===== src/rtl/uart_tx_frame_loader_pkg.sv =====
// Shared types and frame assembly for the UART TX frame loader.
// A frame is start, 7/8 data bits LSB-first, optional parity, 1/2 stop bits, padded with ones.
package uart_tx_frame_loader_pkg;

   localparam int unsigned FrameW = 12;

   localparam logic [1:0] ParNone = 2'b00;
   localparam logic [1:0] ParOdd  = 2'b01;
   localparam logic [1:0] ParEven = 2'b10;

   typedef enum logic [1:0] {
      StIdle,
      StLoad,
      StSend,
      StGap
   } state_e;

   function automatic logic [FrameW-1:0] build_frame(input logic [7:0] data,
                                                     input logic       data_length,
                                                     input logic       stop_bits,
                                                     input logic [1:0] parity_type);
      logic [FrameW-1:0] frame;
      logic              par;
      logic [3:0]        pos;
      frame    = '1;
      frame[0] = 1'b0;
      if (data_length) begin
         frame[8:1] = data;
         par        = ^data;
         pos        = 4'd9;
      end else begin
         frame[7:1] = data[6:0];
         par        = ^data[6:0];
         pos        = 4'd8;
      end
      if (parity_type == ParOdd) begin
         par = ~par;
      end
      if ((parity_type == ParOdd) || (parity_type == ParEven)) begin
         frame[pos] = par;
         pos        = pos + 4'd1;
      end
      frame[pos] = 1'b1;
      if (stop_bits) begin
         frame[pos + 4'd1] = 1'b1;
      end
      return frame;
   endfunction

endpackage


===== src/rtl/uart_tx_frame_loader_fifo.sv =====
// Synchronous FIFO holding host bytes; a push into a full FIFO is accepted only alongside a pop.
module uart_tx_frame_loader_fifo #(
   parameter int unsigned DEPTH = 8,
   parameter int unsigned WIDTH = 8
) (
   input  logic                     clk_i,
   input  logic                     rst_i,
   input  logic                     push_i,
   input  logic [WIDTH-1:0]         wr_data_i,
   input  logic                     pop_i,
   output logic [WIDTH-1:0]         rd_data_o,
   output logic                     full_o,
   output logic                     empty_o,
   output logic [$clog2(DEPTH):0]   level_o
);

   localparam int unsigned AddrW  = $clog2(DEPTH);
   localparam int unsigned LevelW = AddrW + 1;

   logic [WIDTH-1:0]  mem_q [DEPTH];
   logic [AddrW-1:0]  wr_ptr_q, wr_ptr_d;
   logic [AddrW-1:0]  rd_ptr_q, rd_ptr_d;
   logic [LevelW-1:0] level_q, level_d;
   logic              do_push, do_pop;

   assign full_o    = (level_q == LevelW'(DEPTH));
   assign empty_o   = (level_q == '0);
   assign level_o   = level_q;
   assign rd_data_o = mem_q[rd_ptr_q];

   assign do_pop  = pop_i && !empty_o;
   assign do_push = push_i && (!full_o || do_pop);

   always_comb begin
      wr_ptr_d = wr_ptr_q;
      rd_ptr_d = rd_ptr_q;
      level_d  = level_q;
      if (do_push) begin
         wr_ptr_d = wr_ptr_q + 1'b1;
      end
      if (do_pop) begin
         rd_ptr_d = rd_ptr_q + 1'b1;
      end
      unique case ({do_push, do_pop})
         2'b10:   level_d = level_q + 1'b1;
         2'b01:   level_d = level_q - 1'b1;
         default: level_d = level_q;
      endcase
   end

   always_ff @(posedge clk_i or posedge rst_i) begin
      if (rst_i) begin
         wr_ptr_q <= '0;
         rd_ptr_q <= '0;
         level_q  <= '0;
      end else begin
         wr_ptr_q <= wr_ptr_d;
         rd_ptr_q <= rd_ptr_d;
         level_q  <= level_d;
      end
   end

   always_ff @(posedge clk_i) begin
      if (do_push) begin
         mem_q[wr_ptr_q] <= wr_data_i;
      end
   end

endmodule


===== src/rtl/uart_tx_frame_loader.sv =====
// Feeds the UART TX shifter: buffers host bytes, builds each frame and runs the send handshake,
// waiting for the shifter's tx_done (baud domain) before moving on.
module uart_tx_frame_loader
   import uart_tx_frame_loader_pkg::*;
#(
   parameter int unsigned DEPTH      = 8,
   parameter int unsigned LOAD_TICKS = 2
) (
   input  logic                   clk_i,
   input  logic                   rst_i,
   input  logic                   wr_en_i,
   input  logic [7:0]             wr_data_i,
   output logic                   full_o,
   output logic                   empty_o,
   output logic [$clog2(DEPTH):0] level_o,
   output logic                   overflow_o,
   input  logic                   clr_ovf_i,
   input  logic                   data_length_i,
   input  logic                   stop_bits_i,
   input  logic [1:0]             parity_type_i,
   input  logic                   baud_tick_i,
   input  logic                   tx_done_i,
   output logic [FrameW-1:0]      frame_out_o,
   output logic                   send_o,
   output logic                   busy_o
);

   localparam int unsigned TickW = $clog2(LOAD_TICKS);

   state_e            state_q, state_d;
   logic [TickW-1:0]  tick_cnt_q, tick_cnt_d;
   logic [FrameW-1:0] frame_q, frame_d;
   logic              send_q;
   logic              overflow_q, overflow_d;
   logic              done_s1_q, done_s2_q, done_prev_q, done_p;
   logic              fifo_pop;
   logic [7:0]        fifo_data;
   logic              drop;

   uart_tx_frame_loader_fifo #(
      .DEPTH (DEPTH),
      .WIDTH (8)
   ) u_fifo (
      .clk_i     (clk_i),
      .rst_i     (rst_i),
      .push_i    (wr_en_i),
      .wr_data_i (wr_data_i),
      .pop_i     (fifo_pop),
      .rd_data_o (fifo_data),
      .full_o    (full_o),
      .empty_o   (empty_o),
      .level_o   (level_o)
   );

   assign drop       = wr_en_i && full_o && !fifo_pop;
   // A drop in the same cycle as a clear wins so no lost byte goes unreported.
   assign overflow_d = drop ? 1'b1 : (clr_ovf_i ? 1'b0 : overflow_q);
   assign done_p     = done_s2_q && !done_prev_q;

   always_comb begin
      state_d    = state_q;
      tick_cnt_d = tick_cnt_q;
      frame_d    = frame_q;
      fifo_pop   = 1'b0;
      unique case (state_q)
         StIdle: begin
            if (!empty_o) begin
               state_d    = StLoad;
               fifo_pop   = 1'b1;
               tick_cnt_d = '0;
               frame_d    = build_frame(fifo_data, data_length_i, stop_bits_i, parity_type_i);
            end
         end
         StLoad: begin
            if (baud_tick_i) begin
               if (tick_cnt_q == TickW'(LOAD_TICKS - 1)) begin
                  state_d    = StSend;
                  tick_cnt_d = '0;
               end else begin
                  tick_cnt_d = tick_cnt_q + 1'b1;
               end
            end
         end
         StSend: begin
            if (done_p) begin
               state_d = StGap;
            end
         end
         StGap: begin
            if (baud_tick_i) begin
               state_d = StIdle;
            end
         end
         default: state_d = StIdle;
      endcase
   end

   always_ff @(posedge clk_i or posedge rst_i) begin
      if (rst_i) begin
         state_q     <= StIdle;
         tick_cnt_q  <= '0;
         frame_q     <= '1;
         send_q      <= 1'b0;
         overflow_q  <= 1'b0;
         done_s1_q   <= 1'b0;
         done_s2_q   <= 1'b0;
         done_prev_q <= 1'b0;
      end else begin
         state_q     <= state_d;
         tick_cnt_q  <= tick_cnt_d;
         frame_q     <= frame_d;
         send_q      <= (state_d == StSend);
         overflow_q  <= overflow_d;
         done_s1_q   <= tx_done_i;
         done_s2_q   <= done_s1_q;
         done_prev_q <= done_s2_q;
      end
   end

   assign frame_out_o = frame_q;
   assign send_o      = send_q;
   assign busy_o      = (state_q != StIdle);
   assign overflow_o  = overflow_q;

endmodule


===== config.mk =====
export PLATFORM = sky130hd
export DESIGN_NAME = uart_tx_frame_loader
export DESIGN_NICKNAME = d
export VERILOG_FILES = /design/src/rtl/uart_tx_frame_loader_pkg.sv /design/src/rtl/uart_tx_frame_loader_fifo.sv /design/src/rtl/uart_tx_frame_loader.sv
export SDC_FILE = /design/constraint.sdc
export NUM_CORES = 1
export LEC_CHECK = 0
export CORE_AREA = 3 3 109 69
export DETAILED_ROUTE_END_ITERATION = 7
export DIE_AREA = 0 0 112 72
export PLACE_DENSITY = 0.82
export SYNTH_ARGS = -nofsm -noshare
export SYNTH_HDL_FRONTEND = slang
export SYNTH_SLANG_ARGS = --single-unit
export TNS_END_PERCENT = 20

===== constraint.sdc =====
create_clock -name clk_i -period 5.9 [get_ports clk_i]
set_input_delay 1.18 -clock clk_i [delete_from_list [all_inputs] [get_ports clk_i]]
set_output_delay 1.18 -clock clk_i [all_outputs]
set_load 0.1 [all_outputs]

* After elaboration in Yosys (flattened, before gate mapping)
Memories as Yosys holds them, arrays and structs flattened. Cells that the tools add are included.
Operators by class: equality and inequality tests 11, reduce and logical (&&, ||, !) cells 24, divide/modulo/power cells 0, shift operators 0, multiply operators 0, multiplexer cells 45, bitwise gates (word level) 4, add/subtract/negate cells 7, order comparisons 6
Operators with widths (number):
- 12-bit two-way mux | 4
- 12-bit OR | 2
- 1-bit two-way mux | 22
- 4-bit two-way mux | 5
- 4-bit by 5-bit < comparator with 1-bit output (second input constant) | 3
- 7-bit two-way mux | 2
- 4-bit by 1-bit adder with 4-bit output (second input constant) | 3
- 12-bit bitwise mux | 1
- 1-bit demux with 4-bit select | 3
- 4-bit by 1-bit >= comparator with 1-bit output (second input constant) | 3
- 2-bit equality test (second input constant) | 5
- 2-bit two-way mux | 5
- 1-bit logical AND | 8
- 2-bit case mux with 4 select lines | 1
- 4-bit case mux with 2 select lines | 1
- 2-bit nonzero test | 4
- 8-bit XOR reduction | 1
- 7-bit XOR reduction | 1
- 3-bit by 1-bit adder with 3-bit output (second input constant) | 2
- 2-bit by 1-bit equality test with 1-bit output (second input constant) | 3
- 4-bit equality test (second input constant) | 1
- 1-bit logical NOT | 4
- 4-bit logical NOT | 1
- 2-bit inequality test (second input constant) | 2
- other kinds (8) | 10
Word-level totals: memories 1, logic and storage cells 109, bits in read-only memories 0, bits in writable memories 64, output and inout port bits 21, register bits after elaboration 30, latch bits 0
Memory list:
- u_fifo.mem_q | depth 8, bits a word 8, rd ports 1, clocked after memory_dff 0, write ports 1, RTL line uart_tx_frame_loader_fifo.sv:20 | logic [WIDTH-1:0] mem_q [DEPTH];

* Depth between registers and ports, before layout
Gate-level depths: netlist of run 1. An unclocked memory read counts as a cell.
word-level depth 16, mapped depth 9, depth with buffers taken out 9

* Hierarchy
From an unflattened synthesis of run 1, not the netlist that was laid out.
Second synthesis, totals: cell total of the unflattened synthesis 240, area, all modules 4020.1 um2
By module, submodules not included:
- uart_tx_frame_loader_fifo | times used 1, area an instance 3135.5 um2, cells each 165
- uart_tx_frame_loader | times used 1, area an instance 884.6 um2, cells each 75

* Worst setup path before layout of run 1
Ideal clock, no wire load.
path kind register to register, from reg u_fifo.level_q[3] (netlist: u_fifo.level_o[3]), to mem u_fifo.mem_q[4][0], enable pin, buffers on the path 1, arrival time 5.266 ns, setup slack 0.353 ns, cell stages (with the launch flop) 8, setup time 0.281 ns, cells stage by stage dfrtp_1 > nor4b_1 > and2_1 > nand2b_1 > clkbuf_1 > inv_1 > nand2_1 > nor3_1
On the way: elaborated cells between the ends (all ways) 11, classes of those cells eq/ne: 1; mux: 4; reduce/logical: 6
RTL lines:
- start, declared | RTL line uart_tx_frame_loader_fifo.sv:23 | logic [LevelW-1:0] level_q, level_d;
- start signal, assigned | RTL line uart_tx_frame_loader_fifo.sv:59 | level_q <= level_d;
- 4-bit equality test | RTL line uart_tx_frame_loader_fifo.sv:26 | assign full_o = (level_q == LevelW'(DEPTH));
- via full_o | RTL line uart_tx_frame_loader.sv:13 | output logic full_o,
- 1-bit logical NOT | RTL line uart_tx_frame_loader_fifo.sv:32 | assign do_push = push_i && (!full_o || do_pop);
- 1-bit logical OR | RTL line uart_tx_frame_loader_fifo.sv:32
- 1-bit logical AND | RTL line uart_tx_frame_loader_fifo.sv:32
- 1-bit two-way mux | RTL line uart_tx_frame_loader_fifo.sv:64 | if (do_push) begin
- 1-bit two-way mux (implied by the code) | RTL line uart_tx_frame_loader_fifo.sv:65 | mem_q[wr_ptr_q] <= wr_data_i;
- end, declared | RTL line uart_tx_frame_loader_fifo.sv:20
The timed path passes the listed nets, and every way through them passes these cells.

* Final worst setup path of run 1
from reg u_fifo.level_q[1] (netlist: u_fifo.level_o[1]), to out empty_o
On the way: word-level cells in the longest chain between the ends 1
RTL lines:
- 4-bit logical NOT | RTL line uart_tx_frame_loader_fifo.sv:27 | assign empty_o = (level_q == '0);
- end, declared | RTL line uart_tx_frame_loader.sv:14 | output logic empty_o,
No other way between the ends.

==> results of run 1 <==
## logic make-up (layout without fill, tap and decap cells)
family / after synthesis / in the layout
simple gates: 61 / 61
other cells: 1 / 2
compound gates: 19 / 19
xor+xnor: 14 / 14
buf+inv: 20 / 64
mux: 26 / 26
fa+ha+maj: 8 / 8
flops: 92 / 92
## synthesized netlist by cell type, drive strengths merged, types with 3 or more instances
cell	number	area share, %
nand2b	3	0.48
clkbuf	4	0.38
nand2	31	3.0
dfrtp	18	11
o21ai	7	0.89
dfstp	10	6.7
mux4	16	10
mux2i	4	1.3
ha	7	2.2
buf	6	1.4
xnor2	11	2.5
mux2	6	1.8
inv	10	0.96
a21oi	5	0.64
nor3	5	0.64
nor2	9	0.92
edfxtp	64	49
## through the flow
stage          instance area (sq um)  hold WS, ns  std cells  setup WS, ns
2_1_floorplan                   3930        0.331        242         0.353
4_1_cts                         4530        0.361        373          2.04
5_1_grt                         4530        0.374        373          1.95
6_report                        4530        0.357        373          2.07
3_3_place_gp                    4360        0.336        357          2.53
3_5_place_dp                    4360        0.343        357          2.46
## where the power goes
part | leakage, nW | switching (mW) | internal, mW | total (mW)
combinational | 0.687 | 0.728 | 0.464 | 1.19
sequential | 0.901 | 0.148 | 0.855 | 1.00
clock | 0.0799 | 0.214 | 0.155 | 0.369
## worst reg2reg max path: stages, from the launching register on
cell     delay [ns]
dfrtp_1        0.96
mux4_1         0.67
mux2_2         0.33
xnor2_1        0.23
xnor3_1        0.40
mux2_4         0.32
nor2_2         0.10
## worst max-delay path by stage
stage / startpoint / to / slack, ns / depth (start not counted)
after floorplan: u_fifo.level_o[3] / u_fifo.mem_q[4][0] / 0.35 / 7
after global placement: u_fifo.level_o[1] / empty_o / 2.53 / 2
after detailed placement: u_fifo.level_o[1] / empty_o / 2.46 / 2
after CTS: u_fifo.level_o[1] / empty_o / 2.04 / 2
after global routing: u_fifo.level_o[1] / empty_o / 1.95 / 2
final: u_fifo.level_o[1] / empty_o / 2.07 / 2
## cell type report
class                           instances  area [sq um]  area share, %
Sequential cell                        92          2640           58.2
Multi-Input combinational cell        130          1200           26.6
Timing Repair Buffer                   38           375           8.29
Clock buffer                           11           131           2.90
Tap cell                               87           109           2.40
Clock inverter                          5          37.5          0.829
Inverter                               10          37.5          0.829
## registers in the layout (all words and copies together) (netlist names)
| signal | cells |
|---|---|
| overflow_o | 1 |
| u_fifo.level_o | 4 |
| frame_out_o | 10 |
| u_fifo.rd_ptr_q | 3 |
| send_o | 1 |
| done_s2_q | 1 |
| u_fifo.mem_q | 64 |
| done_prev_q | 1 |
| done_s1_q | 1 |
| state_q | 2 |
| tick_cnt_q | 1 |
| u_fifo.wr_ptr_q | 3 |
## metal layers
metal / share of wire [%] / wire (um)
met1: 49 / 3360
met2: 44 / 2980
met5: 0 / 0
met4: 1.3 / 88
met3: 5.5 / 376
==> results.cfg, run 1 <==
[clocking]
cts_resized = 0
cts_root_buf = clkbuf_8
h-tree-depth = 3
cts_sinks = 92
clk_pin_slew_worst_paths_ns = 0.09
numCtsBuffers = 9
hold_buffers = 0
clock_latency_ns = 0.37
cts_setup_buffers = 0
cts_tree = done
cts_buffer_depth = 2

[sta]
tns_ns = 0
clock_skew_ns = 0.0111
period_needed_ns = 3.83
hold_viol = 0
setup_violations = 0
max_freq_mhz = 261
finalCritPeriodShare_pct = 64.9
tightest_slew_ns = 1.06
rsz0062_at_grt = no
final_max_slew_viol_count = 0
slew_headroom_pct = 29.1

[grt]
use_met3_pct = 6.25
grt_pass1_wl_um = 11000
met2_usage_pct = 26.0
grt_busiest_layer = met1
grt_util_met1_pct = 27.9
antenna_found_initial = 0
grt_usage_pct = 18.6
grt_pass1_vias = 2015
grt_overflow = 0
grt_max_degree = 29

[route]
wl_per_cell_um = 18.3
final_antenna_net_count = 0
via_count = 2063
route.detailed.drc = 0
dr.pass1.iters = 5
wl_um = 6810
drt_iter0_markers = 171
vias_per_cell = 5.53

[min_path]
hold_path_depth = 0
holdPathEnd = done_s2_q
hp-class = reg2reg
hold_start = done_s1_q

[power_and_ir_drop]
ir_worst_vdd_mv = 0.387
total_power_mw = 2.56
cellPowerDensity_nw_per_um2 = 566
p_leak_nw = 1.67

[cells_and_area]
fillCellCount = 454
layout_common_cells = edfxtp_1 (64), clkdlybuf4s50_1 (36), nand2_1 (31)
post-route-util_pct = 68.7
layout-drive-gt1-share_pct = 14.7
syn_to_final_growth_pct = 15.3
final_nets = 307
final_common_cell = edfxtp_1
antenna_cells = 0

[synthesis]
synth.area.mux_share_pct = 13.5
synth_top_family_by_area = multiplexers
async_flop_share_pct = 30.4
synthAdderAreaFrac_pct = 2.74
synth_edf_count = 64
synth_warnings = 0
yosysSeqAreaShare_pct = 67.1
ys_types = 45
syn_area_per_cell_sq_um = 16.3
yosys_register_bits = 92
synth_xor_area_share_pct = 3.47
synth-compound-area-share_pct = 2.93
netlist_area_sq_um = 3930
synth_ff_type = edfxtp_1
synth_cells = 241
synth-simple-area-share_pct = 7.45

[die]
start_util_pct = 59.6
ioPinCount = 39
die_area_sq_um = 8060
die_h_um = 72
dieWidth_um = 112
rows = 23
core_area_sq_um = 6590

[setup_path]
critical_path.startpoint_type = flip-flop
cp-end-kind = output pin
critPathBufInv = 1
cp_cell_sequence = nor4_1, clkdlybuf4s50_1
cpMaxStageDelayCell = clkdlybuf4s50_1
rrSetupSlack_ns = 2.83
max_stage_delay_ns = 1.26
arrival_ns = 2.65
reg2reg_from = u_fifo.rd_ptr_q[0]
r2r-end = frame_out_o[8]
cp_top_family = buffers and inverters
critPathKind = reg2out
worstPathMaxFanout = 6
rr_worst_depth = 6
worst_ep_required_time_ns = 4.72

[job]
maxCapViolations = 0

[placed_design]
dpl.hpwl_um = 4580
io_buffer_count = 36
gp_congestion = 0.751

[outcome]
status = completed
(Power assumes the default switching activity.)
==> run 2: changes to the inputs <==
--- a/config.mk
+++ b/config.mk
@@ -5,10 +5,10 @@
 export SDC_FILE = /design/constraint.sdc
 export NUM_CORES = 1
 export LEC_CHECK = 0
-export CORE_AREA = 3 3 109 69
+export CORE_AREA = 3 3 113 71
 export DETAILED_ROUTE_END_ITERATION = 7
-export DIE_AREA = 0 0 112 72
-export PLACE_DENSITY = 0.82
+export DIE_AREA = 0 0 116 74
+export PLACE_DENSITY = 0.77
 export SYNTH_ARGS = -nofsm -noshare
 export SYNTH_HDL_FRONTEND = slang
 export SYNTH_SLANG_ARGS = --single-unit
==> constraint.sdc (replaced) <==
create_clock -name clk_i -period 3.7 [get_ports clk_i]
set_input_delay 0.74 -clock clk_i [delete_from_list [all_inputs] [get_ports clk_i]]
set_output_delay 0.74 -clock clk_i [all_outputs]
set_load 0.1 [all_outputs]
==> results.cfg, run 2 (same netlist as run 1, synthesis figures left out) <==
[outcome]
status = completed

[sta]
finalCritPeriodShare_pct = 76.0
period_needed_ns = 2.81
slew_headroom_pct = 28.4
setup_violations = 0
tns_ns = 0
clock_skew_ns = 0.00462
rsz0062_at_grt = no
hold_ws_ns = 0.347
tightest_slew_ns = 1.07
max_freq_mhz = 356
hold_viol = 0
final_max_slew_viol_count = 0

[setup_path]
cp-end-kind = output pin
crit_start = u_fifo.level_o[1]
cp_top_family = buffers and inverters
rrSetupSlack_ns = 0.96
rr_worst_depth = 6
arrival_ns = 2.07
worstPathMaxFanout = 6
worst_ep_required_time_ns = 2.96
cpMaxStageDelayCell = clkdlybuf4s50_1
critical_path.startpoint_type = flip-flop
critPathBufInv = 1
critPathKind = reg2out
r2r-end = frame_out_o[8]
reg2reg_from = u_fifo.rd_ptr_q[0]
cp_cell_sequence = clkdlybuf4s50_1
max_stage_delay_ns = 1.21

[clocking]
h-tree-depth = 3
cts_resized = 0
cts_tree = done
cts_root_buf = clkbuf_16
clk_pin_slew_worst_paths_ns = 0.06
cts_setup_buffers = 0
cts_sinks = 92
hold_buffers = 0
clock_latency_ns = 0.34
cts_buffer_depth = 2
numCtsBuffers = 9

[route]
final_antenna_net_count = 0
drt_iter0_markers = 180
vias_per_cell = 5.44
top_layer_used = met4
wl_met1_um = 3310
wl_um = 7120
wl_met2_um = 3260
dr.pass1.iters = 4
dr_wl_met3_um = 450
wl_per_cell_um = 18.5
via_count = 2098
route.detailed.drc = 0

[power_and_ir_drop]
total_power_mw = 4.44
ir_worst_vdd_mv = 0.700
p_leak_nw = 1.79
cellPowerDensity_nw_per_um2 = 938

[cells_and_area]
top_register = u_fifo.mem_q
post-route-util_pct = 66.2
layout-drive-gt1-share_pct = 18.6
syn_to_final_growth_pct = 20.5
fillCellCount = 520
largest_reg_flops = 64
stdcell_area_sq_um = 4730
final_common_cell = edfxtp_1
layout_common_cells = edfxtp_1 (64), clkdlybuf4s50_1 (33), nand2_1 (31)
final_nets = 316
antenna_cells = 0

[min_path]
hold_path_depth = 0
holdPathEnd = done_s2_q
hp-class = reg2reg
hold_start = done_s1_q

[die]
dieWidth_um = 116
die_area_sq_um = 8580
core_area_sq_um = 7150
start_util_pct = 55.0
die_h_um = 74
ioPinCount = 39
rows = 24

[job]
maxCapViolations = 0

[placed_design]
gp_congestion = 0.745
io_buffer_count = 36
placement.cell_area_sq_um = 4450
dpl.hpwl_um = 5090

[grt]
antenna_found_initial = 0
grt_pass1_vias = 2191
grt_max_degree = 29
grt_usage_pct = 19.1
grt_overflow = 0
grt_pass1_wl_um = 11700
[run 2: cell count changes in the layout (fill, tap and decap cells not counted), sizes merged]
cell / change
clkinv: +1
inv: +1
clkdlybuf4s50: -3
buf: +12
clkinvlp: -2
[run 2: worst register-to-register path: stages, from the launching register on]
cell     delay, ns
dfrtp_1       0.63
mux4_1        0.62
mux2_2        0.31
xnor2_1       0.27
xnor3_1       0.42
mux2_4        0.33
nor2_2        0.10
[run 2: per-stage QoR]
stage | cells | setup WS [ns]
finish | 386 | 0.889
global route | 386 | 0.819
CTS | 386 | 0.873
detailed placement | 370 | 0.871
global placement | 370 | 0.966
floorplan | 242 | 0.205
[run 2: final cells by class]
type / count / area (sq um) / share of cell area, %
sequential: 92 / 2640 / 55.7
multi-input combinational: 130 / 1220 / 25.9
timing repair buffer: 47 / 435 / 9.20
clock buffer: 11 / 254 / 5.37
tap: 91 / 114 / 2.41
inverter: 10 / 37.5 / 0.793
clock inverter: 5 / 32.5 / 0.687
[run 2: power breakdown]
group          internal, mW  switching [mW]
sequential             1.37           0.226
combinational         0.779            1.21
clock                 0.497           0.364
[run 2: how the worst max path moves through the flow]
| stage | slack [ns] | to | cells past startpoint |
|---|---|---|---|
| after global routing | 0.82 | frame_out_o[8] | 6 |
| after detailed placement | 0.87 | u_fifo.level_o[3] | 9 |
| final | 0.89 | level_o[1] | 1 |
| after CTS | 0.87 | level_o[1] | 1 |
| after global placement | 0.97 | frame_out_o[8] | 6 |
| after floorplan | 0.21 | u_fifo.level_o[3] | 9 |
[run 2: layer usage]
metal / up-vias / GRT usage [%]
met3: 10 / 6.10
met1: 1043 / 26.6
met5: - / 0
met4: 0 / 6.31
li1: 999 / -
met2: 46 / 29.1
==> run 3: changes to the inputs <==
==> constraint.sdc (replaced) <==
create_clock -name clk_i -period 2.8 [get_ports clk_i]
set_input_delay 0.56 -clock clk_i [delete_from_list [all_inputs] [get_ports clk_i]]
set_output_delay 0.56 -clock clk_i [all_outputs]
set_load 0.1 [all_outputs]
==> results.cfg, run 3 (same netlist as run 1, synthesis figures left out) <==
[grt]
grt_usage_pct = 18.4
antenna_found_initial = 0
grt_overflow = 0
grt_pass1_vias = 2085
grt_pass1_wl_um = 11200
grt_max_degree = 21

[route]
wl_um = 7070
final_antenna_net_count = 0
via_count = 2105
vias_per_cell = 5.38
wl_per_cell_um = 18.1
route.detailed.drc = 0
drt_iter0_markers = 184
dr.pass1.iters = 4

[clocking]
cts_sinks = 92
clock_latency_ns = 0.34
numCtsBuffers = 9
cts_buffer_depth = 2
cts_tree = done
cts_root_buf = clkbuf_16
clk_pin_slew_worst_paths_ns = 0.06
cts_resized = 0
h-tree-depth = 3
hold_buffers = 0
cts_setup_buffers = 0

[placed_design]
placement.cell_area_sq_um = 4480
io_buffer_count = 36
dp.cells = 375
gp_congestion = 0.728
dpl.hpwl_um = 4870

[setup_path]
cp_top_family = multiplexers
rrSetupSlack_ns = 0.24
cpMaxStageDelayCell = mux4_1
cp_cell_sequence = buf_4, mux4_1, mux2_2, xor2_1, xnor3_1, mux2_4, nor2_2
critPathBufInv = 1
critPathKind = reg2reg
arrival_ns = 2.84
worst_ep_required_time_ns = 3.08
cp-end-kind = flip-flop
worstPathMaxFanout = 5
critical_path.startpoint_type = flip-flop
max_stage_delay_ns = 0.56

[power_and_ir_drop]
ir_worst_vdd_mv = 0.528
intPower_mw = 3.58
power_frac_seq_pct = 35.1
p_leak_nw = 1.84
pwr-share-comb_pct = 44.3
switching_power_mw = 2.41
total_power_mw = 5.99
clkPwrFrac_pct = 20.6
power.share.switching_pct = 40.2
cellPowerDensity_nw_per_um2 = 1250

[cells_and_area]
post-route-util_pct = 67.1
fin_cells = 391
layout_common_cells = edfxtp_1 (64), buf_4 (34), nand2_1 (31)
top_register = u_fifo.mem_q
final_nets = 321
final_common_cell = edfxtp_1
stdcell_area_sq_um = 4790
syn_to_final_growth_pct = 22.0
layout-drive-gt1-share_pct = 27.7
largest_reg_flops = 64
antenna_cells = 0

[sta]
max_freq_mhz = 391
finalCritPeriodShare_pct = 91.4
hold_ws_ns = 0.365
slew_headroom_pct = 47.1
hold_viol = 0
period_needed_ns = 2.56
clock_skew_ns = 0.00804
tightest_slew_ns = 0.792
final_max_slew_viol_count = 0
rsz0062_at_grt = no
setup_violations = 0

[die]
die_area_sq_um = 8580
rows = 24
core_area_sq_um = 7150
die_h_um = 74
start_util_pct = 55.0
ioPinCount = 39
dieWidth_um = 116

[min_path]
hp-class = reg2reg

[job]
maxCapViolations = 0

[outcome]
status = completed
[run 3: changes by cell type in the layout (fill, tap and decap cells not counted), moves of 2 or more]
cell / previous run / this run
dfrtp_1: 18 / 14
inv_8: 0 / 2
clkinv_2: 3 / 0
buf_4: 14 / 34
clkdlybuf4s50_1: 33 / 17
dfrtp_4: 0 / 3
[run 3: cell type report]
class                   count  area, sq um
well taps                  91          114
inverters                  10         37.5
fillers                   497         2350
repair buffers             52          445
clock buffers              10          229
flip-flops and latches     92         2650
multi-input cells         130         1240
clock inverters             6         78.8
[run 3: path summary, 6_finish.rpt]
kind | start | endpoint | depth (start not counted)
worst max-delay path | u_fifo.rd_ptr_q[0] | frame_out_o[8] | 7
worst min-delay path | done_s1_q | done_s2_q | 0
worst max register to register | u_fifo.rd_ptr_q[0] | frame_out_o[8] | 7
worst min register to register | done_s1_q | done_s2_q | 0
max in group asynchronous | rst_i | frame_out_o[2] | 3
min in group asynchronous | rst_i | u_fifo.level_o[2] | 2
[run 3: per-layer routing]
metal  up-vias  share of wire, %  global-route usage, %
met5         -                 0                      0
met1      1034                50                   26.8
met2        59                44                   26.4
li1       1005                 -                      -
met3         7               5.4                   5.53
met4         0               1.3                   7.46
[run 3: worst register-to-register path, cell delays in order, from the launching register on]
cell	delay [ns]
dfrtp_1	0.42
buf_4	0.19
mux4_1	0.56
mux2_2	0.30
xor2_1	0.14
xnor3_1	0.47
mux2_4	0.32
nor2_2	0.10
[run 3: per-stage QoR]
stage               setup WS [ns]  setup TNS (ns)
finish                      0.240               0
global route                0.118               0
CTS                         0.238               0
detailed placement          0.191               0
global placement            0.272               0
floorplan                  -0.301          -14.31
[run 3: power groups by stage]
stage / Sequential (mW) / Clock, mW / Combinational, mW
finish: 2.10 / 1.23 / 2.65
global route: 2.15 / 1.32 / 2.83
CTS: 2.10 / 1.26 / 2.67
detailed placement: 2.13 / 0 / 2.65
global placement: 2.11 / 0 / 2.62
floorplan: 2.70 / 0 / 1.52
